<file path="src/rtl/mac_pkg.sv">
// rtl/mac_pkg.sv - shared types and defaults for the int8 MAC sequencer
// Contents:
//   MAC_DATA_W  default operand width
//   state_t     sequencer FSM states
package mac_pkg;

  localparam int MAC_DATA_W = 8;

  typedef enum logic [2:0] {
    ST_IDLE,
    ST_FETCH,
    ST_LOAD,
    ST_STREAM,
    ST_DRAIN,
    ST_DONE
  } state_t;

endpackage

</file>
<file path="src/rtl/mac_int8_sequencer.sv">
// rtl/mac_int8_sequencer.sv - weight/activation sequencer feeding a preloadable int8 MAC
// Ports:
//   clk, reset                      rising-edge clock, asynchronous active-high reset
//   start, cfg_len, cfg_tiles       job request and its geometry (sampled in IDLE only)
//   busy, done                      job active, one-cycle completion pulse
//   w_valid, w_ready, w_data        weight stream, one weight per tile
//   a_valid, a_ready, a_data        activation stream, cfg_len activations per tile
//   mac_weight_in, mac_preload_weight, mac_load_weight,
//   mac_enable, mac_input_val       MAC control (preload buffer, active weight, operand)
//   mac_out_valid                   MAC result strobe, retires outstanding operations
module mac_int8_sequencer
  import mac_pkg::*;
#(
  parameter int DATA_W    = MAC_DATA_W,
  parameter int MAX_LEN   = 256,
  parameter int MAX_TILES = 256,
  parameter int CNT_W     = $clog2(MAX_LEN + 1),
  parameter int TILE_W    = $clog2(MAX_TILES + 1)
) (
  input  logic              clk,
  input  logic              reset,
  input  logic              start,
  input  logic [CNT_W-1:0]  cfg_len,
  input  logic [TILE_W-1:0] cfg_tiles,
  output logic              busy,
  output logic              done,
  input  logic              w_valid,
  output logic              w_ready,
  input  logic [DATA_W-1:0] w_data,
  input  logic              a_valid,
  output logic              a_ready,
  input  logic [DATA_W-1:0] a_data,
  output logic [DATA_W-1:0] mac_weight_in,
  output logic              mac_preload_weight,
  output logic              mac_load_weight,
  output logic              mac_enable,
  output logic [DATA_W-1:0] mac_input_val,
  input  logic              mac_out_valid
);

  localparam int OUT_W = $clog2(MAX_LEN * MAX_TILES + 1);

  state_t              state;
  logic [CNT_W-1:0]    len_q;
  logic [TILE_W-1:0]   tiles_q;
  logic [CNT_W-1:0]    act_cnt;      // activations consumed in the current tile
  logic [TILE_W-1:0]   loaded_cnt;   // weights made active in the MAC
  logic [TILE_W-1:0]   fetched_cnt;  // weights transferred from the stream
  logic                preloaded;    // next weight sits in the MAC preload buffer
  logic [OUT_W-1:0]    outst;
  logic [OUT_W-1:0]    outst_next;
  logic [DATA_W-1:0]   weight_q;
  logic [DATA_W-1:0]   input_q;

  logic w_fire;
  logic a_fire;
  logic last_act;
  logic tiles_left;
  logic swap;
  logic inc;
  logic dec;

  // Ready signals depend on registered state only, never on the valids.
  assign a_ready    = (state == ST_STREAM);
  assign w_ready    = (state == ST_FETCH) ||
                      ((state == ST_STREAM) && (fetched_cnt != tiles_q) && !preloaded);

  assign w_fire     = w_valid && w_ready;
  assign a_fire     = a_valid && a_ready;
  assign last_act   = a_fire && (act_cnt == len_q - CNT_W'(1));
  assign tiles_left = (loaded_cnt != tiles_q);
  // Zero-bubble tile switch: activate the preloaded weight alongside the last operand.
  assign swap       = last_act && tiles_left && preloaded;

  assign busy               = (state != ST_IDLE);
  assign done               = (state == ST_DONE);
  assign mac_preload_weight = w_fire;
  assign mac_weight_in      = w_fire ? w_data : weight_q;
  assign mac_load_weight    = (state == ST_LOAD) || swap;
  assign mac_enable         = a_fire;
  assign mac_input_val      = a_fire ? a_data : input_q;

  // Stray result strobes outside a job, or with nothing in flight, never underflow.
  assign inc = a_fire;
  assign dec = mac_out_valid && (state != ST_IDLE) && (outst != '0);

  always_comb begin
    outst_next = outst + OUT_W'(inc) - OUT_W'(dec);
  end

  always_ff @(posedge clk or posedge reset) begin
    if (reset) begin
      state       <= ST_IDLE;
      len_q       <= '0;
      tiles_q     <= '0;
      act_cnt     <= '0;
      loaded_cnt  <= '0;
      fetched_cnt <= '0;
      preloaded   <= 1'b0;
      outst       <= '0;
      weight_q    <= '0;
      input_q     <= '0;
    end else begin
      outst <= outst_next;
      if (w_fire) begin
        weight_q    <= w_data;
        fetched_cnt <= fetched_cnt + TILE_W'(1);
      end
      if (a_fire) begin
        input_q <= a_data;
        act_cnt <= last_act ? '0 : act_cnt + CNT_W'(1);
      end

      case (state)
        ST_IDLE: begin
          if (start) begin
            len_q       <= cfg_len;
            tiles_q     <= cfg_tiles;
            act_cnt     <= '0;
            loaded_cnt  <= '0;
            fetched_cnt <= '0;
            preloaded   <= 1'b0;
            state       <= ((cfg_len == '0) || (cfg_tiles == '0)) ? ST_DONE : ST_FETCH;
          end
        end
        ST_FETCH: begin
          if (w_fire) state <= ST_LOAD;
        end
        ST_LOAD: begin
          loaded_cnt <= loaded_cnt + TILE_W'(1);
          state      <= ST_STREAM;
        end
        ST_STREAM: begin
          if (w_fire) preloaded <= 1'b1;
          if (last_act) begin
            if (!tiles_left) begin
              state <= ST_DRAIN;
            end else if (preloaded) begin
              loaded_cnt <= loaded_cnt + TILE_W'(1);
              preloaded  <= 1'b0;
            end else if (w_fire) begin
              // Weight arrived with the last operand: it is preloaded now, load it next cycle.
              preloaded <= 1'b0;
              state     <= ST_LOAD;
            end else begin
              state <= ST_FETCH;
            end
          end
        end
        ST_DRAIN: begin
          if (outst_next == '0) state <= ST_DONE;
        end
        ST_DONE: begin
          state <= ST_IDLE;
        end
        default: state <= ST_IDLE;
      endcase
    end
  end

endmodule

</file>
<file path="config.mk">
export PLATFORM = sky130hd
export DESIGN_NAME = mac_int8_sequencer
export DESIGN_NICKNAME = d
export VERILOG_FILES = /design/src/rtl/mac_pkg.sv /design/src/rtl/mac_int8_sequencer.sv
export SDC_FILE = /design/constraint.sdc
export NUM_CORES = 1
export LEC_CHECK = 0
export BUFFER_PORTS_ARGS = -buffer_cell sky130_fd_sc_hd__buf_2
export CORE_ASPECT_RATIO = 0.8
export CORE_MARGIN = 3
export CORE_UTILIZATION = 25
export DETAILED_ROUTE_END_ITERATION = 12
export PLACE_DENSITY_LB_ADDON = 0.08
export SYNTH_ARGS = -nofsm -noshare
export SYNTH_HDL_FRONTEND = slang
export SYNTH_SLANG_ARGS = --single-unit
</file>
<file path="constraint.sdc">
create_clock -name clk -period 13.85 [get_ports clk]
set_input_delay 1.385 -clock clk [delete_from_list [all_inputs] [get_ports clk]]
set_output_delay 1.385 -clock clk [all_outputs]
set_load 0.02 [all_outputs]
</file>
Yosys cells after proc, flatten, opt, wreduce, memory -nomap -nowiden:

Index checks and enable logic that the tools add are counted.

* register bits after elaboration: 82
* logic and storage cells: 86
* input bits: 40
* output and inout port bits: 23

* reduce and logical (&&, ||, !) cells: 25
* add/subtract/negate cells: 6
* equal/unequal tests: 15
* multiplexer cells: 30

Operator list (count)
* 9-bit two-way mux: 11
* 9-bit by 1-bit adder with 9-bit output, second input constant: 3
* 9-bit case mux with 3 select lines: 1
* 3-bit two-way mux: 7
* 9-bit zero test: 2
* 9-bit inequality test: 2
* 17-bit by 1-bit adder with 17-bit output: 1
* 17-bit zero test: 1
* 17-bit nonzero test: 1
* 17-bit by 1-bit subtractor with 17-bit output: 1
* 8-bit two-way mux: 2
* 3-bit case mux with 5 select lines: 1
* 5-bit AND reduction: 2
* 9-bit == test: 1
* 1-bit logical AND: 9
* 9-bit by 1-bit subtractor with 9-bit output, second input constant: 1
* 3-bit by 2-bit == test with 1-bit output, second input constant: 2
* 3-bit == test, second input constant: 2
* 1-bit two-way mux: 6
* 2-bit by 1-bit inequality test with 1-bit output, second input constant: 3
* 2-bit inequality test, second input constant: 3
* 3-bit nonzero test: 2
* 2-bit AND reduction: 2
* 3-bit by 1-bit == test with 1-bit output, second input constant: 1
* other kinds (7): 9

Longest topological paths before layout:

Gate-level depths: netlist (run 1).

* depth after elaboration: 11
* depth in mapped cells: 18
* gate-level depth less buffers: 18

Least setup slack after synthesis (run 1):

OpenSTA, ideal clock, no wires.

* path kind: input -> register
* from: input port a_valid
* to: register state[0]
* library setup time: 0.104 ns
* data arrival time: 4.988 ns
* path slack: 8.758 ns
* stages: 14
* buffers on the path: 1
* path through: nand2_1 inv_1 clkbuf_1 ha_1 inv_1 fa_1 or3b_1 nor4b_1 o211ai_1 a2111o_1 or3_1 or4_1 or3_1 o41ai_2

* longest elaborated chain between the ends: 6

RTL lines
* start, declared: RTL line mac_int8_sequencer.sv:30 `input logic a_valid,`
* 1-bit logical AND *: RTL line mac_int8_sequencer.sv:69 `assign a_fire = a_valid && a_ready;`
* via mac_enable: RTL line mac_int8_sequencer.sv:36 `output logic mac_enable,`
* 17-bit by 1-bit adder with 17-bit output: RTL line mac_int8_sequencer.sv:88 `outst_next = outst + OUT_W'(inc) - OUT_W'(dec);`
* 17-bit by 1-bit subtractor with 17-bit output: RTL line mac_int8_sequencer.sv:88
* 17-bit zero test: RTL line mac_int8_sequencer.sv:151 `if (outst_next == '0) state <= ST_DONE;`
* 2-bit inequality test (no line)
* 5-bit AND reduction (no line) *
* end signal, assigned: RTL line mac_int8_sequencer.sv:123 `state <= ((cfg_len == '0) || (cfg_tiles == '0)) ? ST_DONE : ST_FETCH;`
* end, declared: RTL line mac_int8_sequencer.sv:43 `state_t state;`

The timed path passes the listed nets; every way through them passes the cells marked *.
A chain may end at the register's enable or synchronous reset.

Final worst setup path (run 1):

* from: register state[2]
* to: register state[0]

* longest elaborated chain between the ends: 10

RTL lines
* parallel branches: the longest is 10 deep, another holds 17-bit by 1-bit adder with 17-bit output

Several ways; the timed one is not identified. The select of a mux whose other input is x is not followed.

==> impl_metrics.ini, run 1 <==
[clock_tree]
hold_buffers = 0
cts_sinks = 82
post_cts_buffers = 0
cts_max_level = 3
cts.path.max_buffers = 2
cts_root_buf = clkbuf_16
cts_tree = built
insertion_delay_ns = 0.34
numCtsBuffers = 9
clkTransAtPathRegs_ns = 0.06
ctsResizeCount = 0

[logic_synthesis]
synth_seq_cells = 82
postSynthAreaPerCell_um2 = 8.681
ys.flop_type = dfrtp_1
ys_seq_area_share_pct = 41.61
ys.warnings.count = 0
syn_nets = 637
syn_inst = 568
synth_edf_count = 0
synth_cell_types = 57
synth_area_um2 = 4931
async_flop_share_pct = 100.0

[worst_setup_path]
critPathCaptureType = register
reg2reg_depth = 16
cp_max_fo = 18
rr_startpoint = state[2]
r2r_setup_slack_ns = 8.65
crit_arrival_ns = 5.44
start_kind = register
cp_data_required_time_ns = 14.09
crit_type = register to register
r2r_end = state[0]

[sta]
clock_skew_ns = 0.006670
rsz0062_at_grt = no
setup-tns-final_ns = 0
layout_min_cycle_time_ns = 5.200
fin_crit_sh_pct = 37.54
hold_violations = 0
timing.final.max_slew_violations = 0
slew_headroom_pct = 42.43
worst_pin_slew_ns = 0.8614
setup_viol = 0
fmax_ghz = 0.1923

[cells_and_area]
final_util_pct = 30.63
drive_above_1_share_pct = 14.40
nNetsFinal = 696
final_cells = 890
area_delta_synth_final_pct = 18.93
insertedDiodeCount = 0

[power]
netSwitchingFraction_pct = 44.12
ir_worst_vdd_mv = 0.07924
pwr-share-comb_pct = 53.0
finalPower_mw = 1.521
power_density_nw_per_um2 = 259.3
p_sw_mw = 0.6709
pwr-share-clk_pct = 18.5
cellLeakagePower_nw = 2.856
pwr-share-seq_pct = 28.5
internal_power_mw = 0.8499

[floorplanning]
die_y_um = 131.6
die_area_um2 = 21460
start_util_pct = 25.76
die_w_um = 163.0
io_pins = 63
rows = 45
core_area_um2 = 19140

[placed_design]
dpl.hpwl_mm = 9.565
gp_congestion = 0.8041
place_inst = 874
io_buffers = 62

[global_route]
grt_pass1_vias = 4024
grtUsageTotal_pct = 12.62
grt_pass1_wl_mm = 21.45
grt_max_degree = 57
antenna_found_initial = 1
grt-ovfl-total = 0

[routing]
ant_nets = 0
wirelength_mm = 12.86
num_vias = 4051
drc = 0
first_pass_iters = 4
drt_iter0_drc = 128
vias_per_cell = 4.552
wl_per_cell_um = 14.45

[run]
drv_cap = 0

[hold_path]
min_from = input_q[1]
hold_class = register to register
holdPathEnd = input_q[1]
min_path_cells = 2

[run_status]
status = completed
kinds of logic after synthesis:
| logic type | synth area share [%] |
|---|---|
| buffers and inverters | 4.720 |
| AO/OA/AOI/OAI | 12.41 |
| multiplexers | 0.4314 |
| XOR/XNOR | 10.66 |
| AND/OR/NAND/NOR | 22.66 |
| flip-flops | 41.61 |
| adder cells (fa/ha/maj) | 7.511 |
metal layers:
layer | vias up | global-route usage [%] | share of wire (%) | wire [um]
met5 | - | 0 | 0.10 | 13
met3 | 11 | 3.593 | 4.1 | 531
met4 | 2 | 2.677 | 0.88 | 113
li1 | 2040 | - | - | -
met1 | 1922 | 17.91 | 51 | 6575
met2 | 76 | 19.11 | 44 | 5624
how the worst max path moves through the flow:
| stage | end | startpoint | cells after the start | slack [ns] |
|---|---|---|---|---|
| floorplan | state[0] | a_valid | 14 | 8.76 |
| global placement | state[0] | a_valid | 14 | 8.43 |
| detailed placement | state[0] | a_valid | 14 | 8.32 |
| CTS | state[0] | state[2] | 16 | 8.59 |
| global route | state[0] | state[2] | 16 | 8.23 |
| finish | state[0] | state[2] | 16 | 8.65 |
power groups by stage:
stage / sequential (mW) / combinational (mW) / clock [mW]
2_1_floorplan: 0.406 / 0.630 / 0
3_3_place_gp: 0.438 / 0.815 / 0
3_5_place_dp: 0.439 / 0.808 / 0
4_1_cts: 0.435 / 0.815 / 0.293
5_1_grt: 0.450 / 0.909 / 0.303
6_report: 0.433 / 0.806 / 0.282
worst max-delay path, cell delays in order (launching register included):
cell and delay [ns]:
dfrtp_1 0.56, inv_1 0.18, nand3_1 0.11, inv_1 0.23, nand2_1 0.28, inv_1 0.43
ha_1 0.27, inv_1 0.06, fa_1 0.51, or3b_1 0.35, nor4b_1 0.39, o211ai_1 0.14
a2111o_1 0.35, or3_1 0.30, or4_1 0.40, or3_1 0.35, o41ai_2 0.20
stage by stage:
step	hold slack [ns]	cell area [um2]	worst slack, ns
final	0.4673	5864	8.650
after global routing	0.4946	5864	8.231
after CTS	0.4739	5864	8.586
after detailed placement	0.4562	5520	8.322
after global placement	0.4501	5520	8.435
after floorplan	0.4665	4931	8.758
sequential cells by signal (all words and copies together) (netlist names):
signal / count
tiles_q: 9
outst: 17
preloaded: 1
fetched_cnt: 9
loaded_cnt: 9
act_cnt: 9
input_q: 8
weight_q: 8
len_q: 9
state: 3
Yosys cell counts (12+ instances only):
cell        n  share of area [%]
ha_1       28                7.1
inv_1      41                3.1
nor3_1     12                1.2
clkbuf_1   17                1.3
nand2_1   127                9.7
xnor2_1    28                5.0
o21ai_0    20                2.0
nor2_1     40                3.0
nand3_1    15                1.5
dfrtp_1    82                 42
a21oi_1    24                2.4
xor2_1     32                5.7
cell type report:
type                            count  area, um2
Fill cell                        2073      13280
Clock buffer                       10      229.0
Clock inverter                      6      115.1
Tap cell                          258      322.8
Inverter                           42      158.9
Sequential cell                    82       2052
Timing Repair Buffer               66      340.3
Multi-Input combinational cell    426       2646
layout by cell type (no fill, tap or decap), drive strengths merged, types with 7 or more instances in the layout:
| master | instances |
|---|---|
| xnor2 | 28 |
| buf | 66 |
| xor2 | 32 |
| nor4 | 7 |
| nand3 | 15 |
| o21ai | 20 |
| a21o | 7 |
| or3 | 7 |
| nor3 | 12 |
| ha | 28 |
| dfrtp | 82 |
| a21oi | 24 |
| nand2 | 127 |
| inv | 40 |
| clkbuf | 10 |
| nor2 | 40 |
Note: power is estimated with default switching activity, not from simulation.
==> inputs of run 2 (changes only) <==
--- a/config.mk
+++ b/config.mk
@@ -5,6 +5,7 @@
 export SDC_FILE = /design/constraint.sdc
 export NUM_CORES = 1
 export LEC_CHECK = 0
+export ABC_AREA = 1
 export BUFFER_PORTS_ARGS = -buffer_cell sky130_fd_sc_hd__buf_2
 export CORE_ASPECT_RATIO = 0.8
 export CORE_MARGIN = 3
==> constraint.sdc (replaced) <==
create_clock -name clk -period 5.16 [get_ports clk]
set_input_delay 0.516 -clock clk [delete_from_list [all_inputs] [get_ports clk]]
set_output_delay 0.516 -clock clk [all_outputs]
set_load 0.02 [all_outputs]
==> run 2 against run 1 <==
  * Combinational power grew to 3.3 times the previous value
  * Non-clock buffer count is 2 lower
  * Wire length is 10% higher
  * Count of clock-buffer cells in the layout is 1 higher
  * Die area is 7.1% higher
  * Critical path depth is 3 higher
  * Worst hold slack worse by 0.14 ns
  * Via count is 15% higher
==> impl_metrics.ini, run 2 <==
[run_status]
status = completed

[hold_path]
hold_class = primary input to asynchronous set/reset pin

[placed_design]
gp_congestion = 0.8206
io_buffers = 62
dpl.hpwl_mm = 11.00
dp_slack_ns = 1.374

[logic_synthesis]
ys_seq_area_share_pct = 38.76
ys.warnings.count = 0
synth_seq_cells = 82
synth_cell_types = 39
syn_inst = 741
ys.flop_type = dfrtp_1
yosysMostFrequentCell = nand2_1
async_flop_share_pct = 100.0
synthAdderAreaFrac_pct = 6.996
yosys-top-cells-count = nand2_1, inv_1, dfrtp_1
synth_edf_count = 0
synthTopCellsByArea = dfrtp_1, nand2_1, inv_1
netlist.area_leader.share_pct = 38.76
synth-simple-area-share_pct = 31.17
syn_nets = 810
synth_xor_area_share_pct = 6.783
postSynthAreaPerCell_um2 = 7.144
synth_compound_area_share_pct = 6.996
yosysTopAreaCell = dfrtp_1
synth_area_um2 = 5294
synth_top_family_by_area = simple AND/OR/NAND/NOR gates
muxShareOfSynthArea_pct = 0

[cells_and_area]
largest_reg_flops = 17
drive_above_1_share_pct = 10.85
final_common_cell = nand2_1
nNetsFinal = 875
regMostFlops = outst
area_delta_synth_final_pct = 16.62
final_util_pct = 30.39
layout_common_cells = nand2_1, inv_1, dfrtp_1
insertedDiodeCount = 0

[floorplanning]
start_util_pct = 26.06
die_area_um2 = 22970
die_w_um = 168.7
io_pins = 63
core_area_um2 = 20320
die_y_um = 136.2
rows = 46

[worst_setup_path]
cp_slowest_stage_delay_ns = 0.47
cpMostUsedCell = nand2_1
start_kind = register
cp_max_fo = 14
crit_chain = nor3_4 > nand2_2 > inv_1 > ha_1 > inv_1 > fa_1 > inv_1 > nand2_1 > nand2_1 > nand3_1 > nand2_1 > nand2_1 > nand2_1 > xor2_1 > nor2_1 > nand3_1 > nand2_1 > nand3_1 > nand2_1
critPathSlowestCell = dfrtp_1
reg2reg_depth = 19
crit_arrival_ns = 3.98
crit_type = register to register
critPathCaptureType = register
cp_data_required_time_ns = 5.38

[sta]
timing.final.max_slew_violations = 0
hold_violations = 0
setup_viol = 0
rsz0062_at_grt = no
clock_skew_ns = 0.01410
fmax_ghz = 0.2660
layout_min_cycle_time_ns = 3.760
worst_pin_slew_ns = 0.8636
whs_ns = 0.3318
fin_ws_ns = 1.400
slew_headroom_pct = 42.36
setup-tns-final_ns = 0
fin_crit_sh_pct = 72.86

[power]
pwr-share-clk_pct = 13.4
power_density_nw_per_um2 = 717.4
ir_worst_vdd_mv = 0.2264
pwr-share-seq_pct = 26.2
internal_power_mw = 2.163
cellLeakagePower_nw = 3.340
netSwitchingFraction_pct = 51.15
finalPower_mw = 4.429
pwr-share-comb_pct = 60.4
p_sw_mw = 2.265

[clock_tree]
hold_buffers = 0
cts_sinks = 82
clkTransAtPathRegs_ns = 0.07
numCtsBuffers = 9
cts.path.max_buffers = 2
cts_max_level = 3
ctsResizeCount = 0
insertion_delay_ns = 0.34
post_cts_buffers = 0
cts_tree = built
cts_root_buf = clkbuf_16

[routing]
first_pass_iters = 4
drt_iter0_drc = 210
vias_per_cell = 4.326
ant_nets = 0
wl_per_cell_um = 13.19
num_vias = 4650
drc = 0
wirelength_mm = 14.18

[global_route]
grt_pass1_wl_mm = 23.44
grt_max_degree = 46
antenna_found_initial = 0
grtUsageTotal_pct = 12.78
grt_pass1_vias = 4513
grt-ovfl-total = 0

[run]
drv_cap = 0
-- run 2: cell types whose count changed in the layout (fill, tap and decap cells not counted), moves of 7 or more --
cell,previous run,this run
inv_1,40,118
a21o_1,7,0
xnor2_1,28,17
nand4_1,6,13
nand2_1,127,241
nor2_1,40,74
xor2_1,32,24
or3_1,7,0
nand3_1,15,34
-- run 2: cell families after synthesis --
family	after synthesis
adder cells (fa/ha/maj)	29
AO/OA/AOI/OAI	65
buffers and inverters	130
XOR/XNOR	41
AND/OR/NAND/NOR	394
flip-flops	82
-- run 2: stage by stage --
stage / instance area [um2] / instances
final: 6173 / 1075
after CTS: 6173 / 1075
after global routing: 6173 / 1075
after global placement: 5909 / 1059
after detailed placement: 5909 / 1059
after floorplan: 5294 / 741
-- run 2: worst max-delay path, delay by kind of cell (launching register included) --
family	cells	cell delay, ns
xor+xnor	1	0.24
fa+ha+maj	2	0.66
buf+inv	3	0.52
simple gates	13	1.75
flops	1	0.47
-- run 2: path summary, 6_finish.rpt --
kind / startpoint / to / slack [ns]
worst min-delay path: reset / len_q[1] / 0.33
min in group clk: cfg_len[6] / len_q[6] / 0.39
worst max-delay path: state[2] / state[1] / 1.40
worst min register to register: input_q[1] / input_q[1] / 0.47
max in group asynchronous: reset / fetched_cnt[7] / 3.81
worst max register to register: state[2] / state[1] / 1.40
-- run 2: layout make-up --
cell class / count / area (um2)
Clock buffer: 11 / 232.7
Clock inverter: 5 / 31.28
Fill cell: 2244 / 14140
Inverter: 120 / 451.7
Multi-Input combinational cell: 529 / 2750
Sequential cell: 82 / 2052
Tap cell: 264 / 330.3
Timing Repair Buffer: 64 / 325.3
-- run 2: routing by layer --
layer	GRT usage, %	part of all wire (%)
met1	18.17	52
met2	20.16	44
met3	2.645	3.6
met4	2.590	0.82
met5	0	0
-- run 2: power groups by stage --
stage	Combinational [mW]	Sequential (mW)	Clock (mW)
detailed placement	2.68	1.18	0
global route	3.09	1.20	0.656
finish	2.67	1.16	0.595
floorplan	2.02	1.10	0
CTS	2.70	1.16	0.624
global placement	2.70	1.17	0
